<file path="src/rtl/hex_counter_pkg.sv">
// Shared encodings and reload arithmetic for the rate-divided hex counter.
package hex_counter_pkg;

  localparam logic [1:0] SPD_FULL    = 2'b00;
  localparam logic [1:0] SPD_1HZ     = 2'b01;
  localparam logic [1:0] SPD_HALF    = 2'b10;
  localparam logic [1:0] SPD_QUARTER = 2'b11;

  // Divider reload for a given rate; period in cycles is the return value + 1.
  function automatic logic [63:0] reload_val(input logic [1:0] speed,
                                             input int unsigned ticks);
    logic [63:0] t;
    t = 64'(ticks);
    case (speed)
      SPD_FULL:    reload_val = '0;
      SPD_1HZ:     reload_val = t - 64'd1;
      SPD_HALF:    reload_val = (t << 1) - 64'd1;
      default:     reload_val = (t << 2) - 64'd1;
    endcase
  endfunction

endpackage

</file>
<file path="src/rtl/rate_divider.sv">
// Programmable down-counting divider; Strobe marks the enabled cycle where div hits zero.
module rate_divider
  import hex_counter_pkg::*;
#(
  parameter int TICKS_1HZ = 50_000_000,
  parameter int DIV_W     = 28
) (
  input  logic       Clock,
  input  logic       Reset,
  input  logic       Enable,
  input  logic       Reload,
  input  logic [1:0] Speed,
  output logic       Strobe
);

  logic [DIV_W-1:0] div_q, div_d, reload;

  always_comb begin
    reload = DIV_W'(reload_val(Speed, TICKS_1HZ));
    div_d  = div_q;
    if (Reload)
      div_d = reload;
    else if (Enable)
      div_d = (div_q == '0) ? reload : div_q - DIV_W'(1);
  end

  // Internal only; the top registers everything it exposes.
  assign Strobe = Enable && (div_q == '0);

  always_ff @(posedge Clock) begin
    if (Reset) div_q <= reload;
    else       div_q <= div_d;
  end

endmodule

</file>
<file path="src/rtl/hex_rate_counter.sv">
// Up/down modulo-16 counter stepped by rate_divider, with parallel load and registered pulses.
module hex_rate_counter
  import hex_counter_pkg::*;
#(
  parameter int TICKS_1HZ = 50_000_000,
  parameter int DIV_W     = 28
) (
  input  logic       Clock,
  input  logic       Reset,
  input  logic       Enable,
  input  logic [1:0] Speed,
  input  logic       Up,
  input  logic       Load,
  input  logic [3:0] LoadVal,
  output logic [3:0] Q,
  output logic       Tick,
  output logic       Wrap
);

  logic       strobe;
  logic [3:0] q_q, q_d;
  logic       tick_q, tick_d;
  logic       wrap_q, wrap_d;

  rate_divider #(
    .TICKS_1HZ (TICKS_1HZ),
    .DIV_W     (DIV_W)
  ) u_div (
    .Clock  (Clock),
    .Reset  (Reset),
    .Enable (Enable),
    .Reload (Load),
    .Speed  (Speed),
    .Strobe (strobe)
  );

  // Load wins over a coincident strobe, which is simply dropped.
  always_comb begin
    q_d    = q_q;
    tick_d = 1'b0;
    wrap_d = 1'b0;
    if (Load) begin
      q_d = LoadVal;
    end else if (strobe) begin
      q_d    = Up ? q_q + 4'd1 : q_q - 4'd1;
      tick_d = 1'b1;
      wrap_d = Up ? (q_q == 4'hF) : (q_q == 4'h0);
    end
  end

  always_ff @(posedge Clock) begin
    if (Reset) begin
      q_q    <= 4'h0;
      tick_q <= 1'b0;
      wrap_q <= 1'b0;
    end else begin
      q_q    <= q_d;
      tick_q <= tick_d;
      wrap_q <= wrap_d;
    end
  end

  assign Q    = q_q;
  assign Tick = tick_q;
  assign Wrap = wrap_q;

endmodule
</file>
<file path="config.mk">
export PLATFORM = sky130hd
export DESIGN_NAME = hex_rate_counter
export DESIGN_NICKNAME = d
export VERILOG_FILES = /design/src/rtl/hex_counter_pkg.sv /design/src/rtl/rate_divider.sv /design/src/rtl/hex_rate_counter.sv
export SDC_FILE = /design/constraint.sdc
export NUM_CORES = 1
export LEC_CHECK = 0
export ABC_AREA = 1
export CORE_UTILIZATION = 40
export CTS_BUF_LIST = sky130_fd_sc_hd__clkbuf_8
export DETAILED_ROUTE_END_ITERATION = 7
export SYNTH_ARGS = -nofsm -noshare
export SYNTH_HDL_FRONTEND = slang
export SYNTH_HIERARCHICAL = 1
export SYNTH_SLANG_ARGS = --single-unit
</file>
<file path="constraint.sdc">
create_clock -name Clock -period 1.8 [get_ports Clock]
set_input_delay 0.27 -clock Clock [delete_from_list [all_inputs] [get_ports Clock]]
set_output_delay 0.27 -clock Clock [all_outputs]
set_load 0.01 [all_outputs]
</file>
==> results_dict.tcl <==
set metrics [dict create \
    status "complete, no violations" \
    setup_violations 0 \
    portBuffers 16 \
    ys.flop_type "edfxtp_1" \
    drtIter0Drc 78 \
    grt_max_degree 29 \
    synth_edf_count 28 \
    clockBufferDepth 2 \
    hold_viol 0 \
    routed.top_layer "met4" \
    clock_sinks 34 \
    routedWlPerCell_um 12.7 \
    slew_viol_final 0 \
    syn_area_per_cell_um2 7.46 \
    grt_pass1_wl_um 10100 \
    dpl.hpwl_um 4820 \
    cp-start-kind "flop" \
    antenna_cells 0 \
    mappedNetlistArea_mm2 0.00245 \
    fillCellCount 578 \
    yosysMostFrequentCell "nand2_1" \
    criticalPathCategory "flop to flop" \
    dr.pass1.iters 4 \
    cp.arrival_ns 1.82 \
    fmax_ghz 0.566 \
    syn_inst 329 \
    min_path_type "flop to flop" \
    grt.total_usage_pct 20.9 \
    dieArea_mm2 0.00645 \
    numCtsBuffers 5 \
    grt_pass1_vias 2219 \
    dr_wl_met2_um 3020 \
    ys_top_cells_by_count "85 x nand2_1, 58 x nor2_1, 41 x inv_1" \
    die_w_um 80.3 \
    drv_cap 0 \
    die_y_um 80.3 \
    antenna_found_initial 0 \
    leakage_nw 1.48 \
    clkTransAtPathRegs_ns 0.07 \
    end_kind "flop" \
    tritoncts "yes" \
    setup_ws_ns 0.0334 \
    grt_overflow_total 0 \
    initial_core_util_pct 41.5 \
    rows 28 \
    fin_util_pct 58.9 \
    drc 0 \
    period_minus_slack_ns 1.77 \
    nets 434 \
    core-area_mm2 0.00592 \
    clk_latency_ns 0.29 \
    via_per_inst 4.70 \
    synth_top_area_share_pct 34.3 \
    min_period_over_period_pct 98.1 \
    power_density_mw_per_mm2 599 \
    wl_met1_um 2940 \
    synth.area.top_cells "edfxtp_1 34%, nand2_1 13%, nor2_1 8.9%, inv_1 6.3%, dfxtp_1 4.9%" \
    ios 17 \
    synth_seq_cells 34 \
    fin_skew_ns 0.00583 \
    multi_input_area_mm2 0.00149 \
    seq_area_um2 961 \
    synthArstFlopShare_pct 0 \
    yosysTopAreaCell "edfxtp_1" \
    ir_drop_v 0.000409 \
    drive_gt1_share_pct 33.5 \
    gp_congestion 0.871 \
    yosysSeqAreaShare_pct 39.1 \
    postCtsHoldBufs 0 \
    root_buffer "clkbuf_8" \
    yosysUniqueCellTypes 32 \
    tightest_slew_ns 0.386 \
    vias 2305 \
    rsz0062_at_grt "yes" \
    final_antenna_net_count 0 \
    synth_fp_nets 349 \
    critical_path.max_fanout 5 \
    wl_met3_um 210 \
    cp.required_ns 1.85 \
    cts_max_level 2 \
    place_ws_ns -0.117 \
    syn_to_final_growth_pct 42.2 \
    synth_warnings 6 \
    finalWirelength_um 6230 \
    relSlewSlack_pct 74.2 \
]
## per-layer routing
layer,track usage [%],up-vias
li1,-,1216
met1,27.9,1036
met2,35.2,47
met3,3.07,6
met4,5.36,0
met5,0,-
## where the power goes
part           switching, W  total (W)  internal, W
sequential        0.0000518   0.000981     0.000929
combinational      0.000283   0.000554     0.000271
clock              0.000290   0.000555     0.000265
total              0.000625    0.00209      0.00146
## layout make-up
type                            count  area share (%)
Clock buffer                        5            1.97
Clock inverter                      3           0.466
Sequential cell                    34            27.5
Tap cell                           75            2.69
Timing Repair Buffer               81            19.9
Multi-Input combinational cell    248            42.7
Inverter                           44            4.73
## flip-flops by register name (all words and copies together) (netlist names)
signal       cells
Wrap             1
Tick             1
u_div/div_q     28
Q                4
## metrics by stage
| stage | hold WS (ns) | instances | area, µm² | power (W) | setup TNS, ns |
|---|---|---|---|---|---|
| 6_report | 0.550 | 490 | 3490 | 0.00209 | 0 |
| 3_3_place_gp | 0.534 | 479 | 3160 | 0.00148 | -0.682 |
| 5_1_grt | 0.580 | 490 | 3490 | 0.00220 | -0.230 |
| 2_1_floorplan | 0.339 | 329 | 2450 | 0.00124 | 0 |
| 4_1_cts | 0.546 | 487 | 3280 | 0.00205 | 0 |
| 3_5_place_dp | 0.533 | 479 | 3160 | 0.00149 | -0.810 |
## cell families after synthesis
family	synth area share, %
xor gates and xnor gates	4.64
and+or+nand+nor	35.3
buffers and inverters	8.21
adders and majority gates	4.89
AOI/OAI and AO/OA	7.85
DFF	39.1
## layout by cell type, fill, tap and decap left out, drive strengths merged, types with 2 or more instances in the layout
cell,n
nand2,92
nor2,73
buf,65
inv,44
edfxtp,28
nand3,19
o21ai,18
clkdlybuf4s50,16
xor2,10
a21oi,8
ha,8
dfxtp,6
clkbuf,5
nand4,3
or2,3
xnor2,3
a31oi,2
o21bai,2
nor3,2
clkinv,2
## final timing paths
path                  startpoint              end  slack, ns  cells past startpoint
setup reg to reg  u_div/div_q[0]  u_div/div_q[12]       0.03                     10
hold / removal              Q[3]             Wrap       0.55                      2
hold reg to reg             Q[3]             Wrap       0.55                      2
setup / recovery  u_div/div_q[0]  u_div/div_q[12]       0.03                     10
## critical path, stage by stage (launching register included)
cell	delay, ns
edfxtp_1	0.40
inv_2	0.11
buf_6	0.11
ha_4	0.13
nand2_2	0.07
nor2_4	0.22
nand2_4	0.12
xor2_2	0.16
nand2_1	0.07
o21ai_1	0.08
inv_1	0.06
## timing repair
item,4_1_cts,5_1_grt
buffers inserted,0,3
endpoints found under the setup margin,15,33
pin swaps,1,12
gates resized for setup,8,51
(Power assumes the default switching activity.)
